<file path="src/rtl/approx_mult_error_profiler.sv">
// Exhaustive error profiler for approximate multipliers: sweeps every (A,B) pair,
// compares approximate vs exact products and accumulates error statistics.
// Latency: N = 2^(2W) sweep cycles + LAT drain cycles, then a one-cycle done pulse.
// Backpressure: none; one operand pair per cycle, start is ignored unless idle.
// Ports:
//   clk, rst                 clock and synchronous active-high reset
//   start                    begin a sweep (honoured only while idle)
//   A, B                     operands driven to both multiplier instances
//   S_approx, S_exact        products returned LAT cycles after the operands
//   busy, done               sweep/drain in progress; results-final pulse
//   err_count .. max_err_B   accumulated error statistics
module approx_mult_error_profiler #(
  parameter int W   = 8,
  parameter int LAT = 0
) (
  input  logic             clk,
  input  logic             rst,
  input  logic             start,
  output logic [W-1:0]     A,
  output logic [W-1:0]     B,
  input  logic [2*W-1:0]   S_approx,
  input  logic [2*W-1:0]   S_exact,
  output logic             busy,
  output logic             done,
  output logic [2*W:0]     err_count,
  output logic [4*W:0]     sum_abs_err,
  output logic [4*W+1:0]   sum_signed_err,
  output logic [2*W-1:0]   max_abs_err,
  output logic [W-1:0]     max_err_A,
  output logic [W-1:0]     max_err_B
);

  typedef enum logic [1:0] {IDLE, SWEEP, DRAIN, DONE} state_e;

  localparam logic [2:0] DRAIN_LAST = 3'((LAT > 0) ? LAT - 1 : 0);

  state_e         state_q, state_d;
  logic [2*W-1:0] cnt_q, cnt_d;
  logic [2:0]     drain_q, drain_d;
  logic           last_pair;

  // Operand counter: low half is A (inner), high half is B (outer).
  assign last_pair = (cnt_q == '1);

  // ---------------- FSM: state register ----------------
  always_ff @(posedge clk) begin
    if (rst) begin
      state_q <= IDLE;
      cnt_q   <= '0;
      drain_q <= '0;
    end else begin
      state_q <= state_d;
      cnt_q   <= cnt_d;
      drain_q <= drain_d;
    end
  end

  // ---------------- FSM: next state ----------------
  always_comb begin
    state_d = state_q;
    cnt_d   = '0;
    drain_d = '0;
    case (state_q)
      IDLE:  if (start) state_d = SWEEP;
      SWEEP: begin
        cnt_d = cnt_q + 1'b1;  // wraps to 0 after the last pair
        if (last_pair) state_d = (LAT > 0) ? DRAIN : DONE;
      end
      DRAIN: begin
        drain_d = drain_q + 1'b1;
        if (drain_q == DRAIN_LAST) state_d = DONE;
      end
      DONE:  state_d = IDLE;
      default: state_d = IDLE;
    endcase
  end

  // ---------------- FSM: outputs ----------------
  always_comb begin
    busy = (state_q == SWEEP) || (state_q == DRAIN);
    done = (state_q == DONE);
    A    = (state_q == SWEEP) ? cnt_q[W-1:0]   : '0;
    B    = (state_q == SWEEP) ? cnt_q[2*W-1:W] : '0;
  end

  // ---------------- Sample tag pipeline ----------------
  // The tag that reaches the capture point matches the product currently on S_*.
  logic         cap_vld;
  logic [W-1:0] cap_a, cap_b;

  generate
    if (LAT == 0) begin : g_comb
      always_comb begin
        cap_vld = (state_q == SWEEP);
        cap_a   = A;
        cap_b   = B;
      end
    end else begin : g_pipe
      logic [LAT-1:0] vld_q;
      logic [W-1:0]   a_q [LAT];
      logic [W-1:0]   b_q [LAT];

      always_ff @(posedge clk) begin
        if (rst) begin
          vld_q <= '0;
          for (int i = 0; i < LAT; i++) begin
            a_q[i] <= '0;
            b_q[i] <= '0;
          end
        end else begin
          vld_q[0] <= (state_q == SWEEP);
          a_q[0]   <= A;
          b_q[0]   <= B;
          for (int i = 1; i < LAT; i++) begin
            vld_q[i] <= vld_q[i-1];
            a_q[i]   <= a_q[i-1];
            b_q[i]   <= b_q[i-1];
          end
        end
      end

      always_comb begin
        cap_vld = vld_q[LAT-1];
        cap_a   = a_q[LAT-1];
        cap_b   = b_q[LAT-1];
      end
    end
  endgenerate

  // ---------------- Error datapath ----------------
  logic signed [2*W:0] err;
  logic [2*W-1:0]      abs_err;

  assign err     = $signed({1'b0, S_approx}) - $signed({1'b0, S_exact});
  // Subtract in the direction that cannot underflow, so |e| stays 2W bits.
  assign abs_err = err[2*W] ? (S_exact - S_approx) : (S_approx - S_exact);

  always_ff @(posedge clk) begin
    if (rst || (state_q == IDLE && start)) begin
      err_count      <= '0;
      sum_abs_err    <= '0;
      sum_signed_err <= '0;
      max_abs_err    <= '0;
      max_err_A      <= '0;
      max_err_B      <= '0;
    end else if (cap_vld) begin
      if (S_approx != S_exact) err_count <= err_count + 1'b1;
      sum_abs_err    <= sum_abs_err + {{(2*W+1){1'b0}}, abs_err};
      sum_signed_err <= sum_signed_err + {{(2*W+1){err[2*W]}}, err};
      // Strictly greater: ties keep the earliest sample in sweep order.
      if (abs_err > max_abs_err) begin
        max_abs_err <= abs_err;
        max_err_A   <= cap_a;
        max_err_B   <= cap_b;
      end
    end
  end

endmodule

</file>
<file path="config.mk">
export PLATFORM = sky130hd
export DESIGN_NAME = approx_mult_error_profiler
export DESIGN_NICKNAME = d
export VERILOG_FILES = /design/src/rtl/approx_mult_error_profiler.sv
export SDC_FILE = /design/constraint.sdc
export NUM_CORES = 1
export LEC_CHECK = 0
export ABC_AREA = 1
export BUFFER_PORTS_ARGS = -buffer_cell sky130_fd_sc_hd__buf_2
export CAP_MARGIN = 20
export CORE_MARGIN = 1.5
export CORE_UTILIZATION = 50
export CTS_CLUSTER_SIZE = 30
export DETAILED_ROUTE_END_ITERATION = 10
export MAX_ROUTING_LAYER = met4
export PLACE_DENSITY_LB_ADDON = 0.1
export SETUP_SLACK_MARGIN = 0.02
export SYNTH_ARGS = -nofsm -noshare
export SYNTH_HDL_FRONTEND = slang
export SYNTH_SLANG_ARGS = --single-unit
</file>
<file path="constraint.sdc">
create_clock -name clk -period 7.7 [get_ports clk]
set_input_delay 0.385 -clock clk [delete_from_list [all_inputs] [get_ports clk]]
set_output_delay 0.385 -clock clk [all_outputs]
set_load 0.02 [all_outputs]
</file>
# After elaboration in Yosys (flattened, before gate mapping)
# Cells that the tools add are included.
# totals
reg_bits,137
input_bits,35
# classes
n_addsub,8
order_cmp,1
n_eq_ne,8
n_mux,7
bitwise,2
n_reduce_logical,10
# op_table
op,count
$add A34 B34 Y34,1
$add A33 B16 Y33,1
$sub A16 B16 Y16,2
$add A17 B1 Y17 const B,1
$sub A16 B16 Y17,1
$add A16 B1 Y16 const B,1
$eq A16 B16 Y1 const B,1
$gt A16 B16 Y1,1
$mux W16,1
$mux W8,2
$ne A16 B16 Y1,1
$pmux W2 S4,1
$mux W2,3
$ne A2 B2 Y1 const B,3
$eq A2 B2 Y1 const B,2
$reduce_and A2 Y1,2
$reduce_or A2 Y1,2
$add A3 B1 Y3 const B,1
$logic_not A3 Y1,1
$reduce_and A3 Y1,1
$eq A2 B1 Y1 const B,1
$logic_not A2 Y1,1
$logic_or A1 B1 Y1,2
$not A1 Y1,2
$logic_and A1 B1 Y1,1

# Logic depth before layout (Yosys ltp)
# logic_depth
word_depth,4
depth_mapped,27
depth_no_buf,26

# Worst setup path after synthesis
# OpenSTA, ideal clock, no wires.
# synth_timing
path_kind,in2reg
from,in S_approx[0]
to,reg max_abs_err[13]
setup_ps,129
t_arrival_ps,3243
t_required_ps,7571
setup_slack_ps,4328
path_stages,25
cell_sequence,inv_1 -> ha_1 -> inv_1 -> fa_1 -> nand3_1 -> nand3_1 -> nand2_1 -> nand2_2 -> nand2_4 -> nand2_8 -> inv_2 -> nand3_1 -> nand2_1 -> inv_1 -> ha_1 -> nand2_1 -> nor2_1 -> nand2_1 -> inv_1 -> nand2_1 -> nand2_1 -> nand2_1 -> inv_1 -> clkbuf_1 -> a21oi_1
# synth_via
elab_chain_cells,4
word_cells_on_any_way,6
classes_between,3 x add/sub; 1 x order compare; 1 x mux; 1 x reduce/logical
# synth_lines
item,line,rtl
from (decl),21,"input logic [2*W-1:0] S_approx,"
$sub A16 B16 Y16 or $sub A16 B16 Y17 (tied branches),"136, 134",
$mux W16 (*),136,assign abs_err = err[2*W] ? (S_exact - S_approx) : (S_approx - S_exact);
named net abs_err[13],132,logic [2*W-1:0] abs_err;
$gt A16 B16 Y1,151,if (abs_err > max_abs_err) begin
$reduce_and A2 Y1 (no source line),-,
to (signal assigned),152,max_abs_err <= abs_err;
to (decl),28,"output logic [2*W-1:0] max_abs_err,"
# Mark *: on every way through the listed nets, which the timed path passes. The rest lies on a longest branch.
# A chain may end at the register's enable or synchronous reset.

# Final worst setup path
# layout_timing
from,in S_approx[0]
to,reg max_abs_err[15]
# layout_via
elab_chain_cells,4
word_cells_on_any_way,6
classes_between,3 x add/sub; 1 x order compare; 1 x mux; 1 x reduce/logical
# layout_lines
item,line
$sub A16 B16 Y16 or $sub A16 B16 Y17 (tied branches),"136, 134"
$mux W16 (*),136
named net abs_err[13],132
$gt A16 B16 Y1 (*),151
$reduce_and A2 Y1 (no source line) (*),-
# Marked as above.

==> results.py <==
metrics = {
    "place": {
        "placement.io_buffers": 168,
        "postPlaceCellArea_sq_mm": 0.0125,
        "dp_worst_setup_slack_ps": 3220,
        "globalplace.congestion": 0.930,
        "post-place-cells": 2301,
        "hpwl_microns": 27100,
    },
    "floorplan": {
        "floorplan.rows": 55,
        "ioPinCount": 169,
        "die_width_microns": 155,
        "die_ar_sq_mm": 0.0239,
        "floorplan.die.height_microns": 155,
        "start_util_pct": 50.9,
        "core_sq_mm": 0.0226,
    },
    "detailed_routing": {
        "drt_iter0_markers": 684,
        "post_detailed_route_count_of_antenna_violating_nets": 0,
        "drtPass1Iterations": 5,
        "dr_vias_cell": 5.14,
        "finalWirelength_microns": 34400,
        "wl_per_cell_microns": 14.8,
        "detailroute.via_count": 12000,
        "drcViolationCount": 0,
    },
    "clocking": {
        "cts_tree": "built",
        "path_clk_slew_ps": 70,
        "clk-insertion-delay-late_ps": 440,
        "clock_tree.htree_level_count": 4,
        "cts_hold_repair.buffers": 0,
        "clock_sinks": 137,
        "largest_buffer_count_on_any_clock_path": 2,
        "post_cts_buffers": 0,
        "cts_buffers": 17,
        "root_buffer": "clkbuf_16",
        "cts.repair.resized": 0,
    },
    "global_routing": {
        "grt_pass1_wl_microns": 55400,
        "grt_start_max_net_pins": 78,
        "global_route.overflow_total": 0,
        "grt_antenna_before_repair": 0,
        "number_of_global_route_vias_before_repair": 11100,
        "grt_usage_pct": 29.9,
    },
    "final_layout": {
        "fillerInstances": 2299,
        "num-nets-final": 2181,
        "multiInputGateArea_sq_mm": 0.00735,
        "seq_area_sq_mm": 0.00274,
        "area_growth_syn_to_layout_pct": 14.3,
        "diodes": 0,
        "drive_gt1_share_pct": 12.0,
        "layout.cells.non_filler": 2333,
        "stdcell_area_sq_mm": 0.0131,
    },
    "power": {
        "total_leakage_power_nw": 7.18,
        "vdd_ir_drop_max_mv": 0.178,
        "power.density_cell_area_mw_per_mm2": 303,
    },
    "outcome": {
        "result_of_the_run": "complete, no violations",
    },
    "logic_synthesis": {
        "ys_top_cells_by_area": "dfxtp_1 24%, nand2_1 15%, ha_1 12%",
        "synth_area_leader_cell": "dfxtp_1",
        "netlist_area_before_placement_sq_mm": 0.0115,
        "synth_top_area_share_pct": 23.9,
        "yosys_warnings": 0,
        "number_of_cells_produced_by_synthesis": 1887,
        "synth_ff_type": "dfxtp_1",
        "synth_seq_area_share_pct": 23.9,
        "syn_nets": 2033,
        "synthMostInstantiatedCell": "nand2_1",
        "synth.avg_cell_area_sq_um": 6.09,
        "netlist-cell-type-count": 45,
        "post_synth_most_frequent_cells": "444 x nand2_1, 317 x inv_1, 272 x nor2_1",
        "total_of_flip_flops_plus_latches_after_synthesis": 137,
        "synth_enable_flop_cells": 0,
        "synth_async_sr_flop_share_pct": 0,
    },
    "timing": {
        "max_freq_ghz": 0.249,
        "timing.clock.skew_ps": 11.1,
        "sum_neg_setup_slack_ps": 0,
        "fin_crit_sh_pct": 52.2,
        "tightest_slew_ps": 974,
        "layout_setup_ws_ps": 3680,
        "maxSlewViolCount": 0,
        "setup-violations-final": 0,
        "slew-limit-headroom_pct": 35.0,
        "rsz0062_at_grt": "false",
        "post-route-min-period_ps": 4020,
        "report.final.hold_viol_count": 0,
    },
    "worst_setup_path": {
        "critical_path_peak_fanout": 30,
        "timing.critical_path.required_ps": 8030,
        "critical_path_launch_point": "S_approx[0]",
        "cp-end-kind": "flip-flop",
        "kind_of_start_point_of_the_critical_path": "input port",
        "ff2ff_setup_slack_ps": 5110,
        "timing.rr.start": "state_q[0]",
        "cp.arrival_ps": 4350,
        "critPathKind": "input port to flip-flop",
    },
    "run": {
        "drv.max_cap_violation_count": 0,
    },
    "min_path": {
        "min-delay-start": "rst",
        "min_path_type": "input port to flip-flop",
    },
}
==> layout make-up <==
| cell class | instances | share of cell area, % |
|---|---|---|
| well taps | 285 | 2.71 |
| multi-input cells | 1385 | 55.9 |
| flip-flops and latches | 137 | 20.9 |
| inverters | 321 | 9.17 |
| clock buffers | 17 | 3.24 |
| clock inverters | 15 | 1.38 |
| repair buffers | 173 | 6.69 |
==> metal layers <==
metal,share of wire (%),vias up,global-route usage (%)
met5,0,-,-
met4,2.1,0,8.47
met3,4.0,46,3.39
met2,46,279,49.2
met1,48,5375,38.7
li1,-,6284,-
==> worst max-delay path, cell delays in order <==
cell,delay [ps]
buf_2,110
inv_1,50
ha_1,160
inv_1,70
fa_1,430
nand3_1,110
nand3_1,110
nand2_1,100
nand2_2,90
nand2_4,100
nand2_8,130
inv_2,430
nand3_1,130
nand2_1,130
inv_1,80
ha_1,290
nand2_1,50
nor2_1,120
nand2_1,90
inv_1,60
nand2_1,50
nand2_1,50
nand2_1,60
inv_1,710
nand3_1,150
nand2_1,90
inv_1,40
==> cell usage in the layout, fill, tap and decap left out, types with 11 or more instances in the layout <==
master and instances:
dfxtp_1 137, xor2_1 38, inv_1 317, nand2_2 11, nor2_1 272, xnor2_1 12, ha_1 106, clkbuf_16 17
o21ai_0 116, nand2_1 444, nand3_1 124, nand4_1 20, buf_2 168, a21oi_1 138, nor3_1 29
==> cells by family (layout without fill, tap and decap cells) <==
| group | after synthesis | in the layout | synth area share [%] |
|---|---|---|---|
| XOR/XNOR | 50 | 50 | 3.81 |
| flip-flops | 137 | 137 | 23.9 |
| AO/OA/AOI/OAI | 295 | 295 | 13.8 |
| buffers and inverters | 365 | 526 | 12.4 |
| AND/OR/NAND/NOR | 929 | 929 | 33.8 |
| adder cells (fa/ha/maj) | 111 | 111 | 12.3 |
==> path summary, 6_finish.rpt <==
| path | end | cells past startpoint |
|---|---|---|
| worst min register to register | drain_q[0] | 1 |
| worst min-delay path | state_q[1] | 2 |
| worst max-delay path | max_abs_err[15] | 27 |
| worst max register to register | cnt_q[10] | 7 |
==> where the power goes <==
group	total [mW]	switching, mW	internal (mW)
logic	2.16	1.48	0.685
registers	0.967	0.126	0.841
clock network	0.848	0.409	0.440
==> flip-flops by register name, summed over array words and instances (netlist names) <==
signal and flops:
max_abs_err 16, cnt_q 16, max_err_A 8, state_q 2, drain_q 3, err_count 17, max_err_B 8, sum_abs_err 33
sum_signed_err 34
==> per-stage QoR <==
step	total power [mW]	utilization, %	hold WS, ps
floorplan	2.52	-	417
global placement	3.11	55.5	432
detailed placement	3.12	55.5	443
CTS	3.98	58.2	201
global route	4.32	58.2	215
finish	3.98	58.2	206
(Power assumes the default switching activity.)
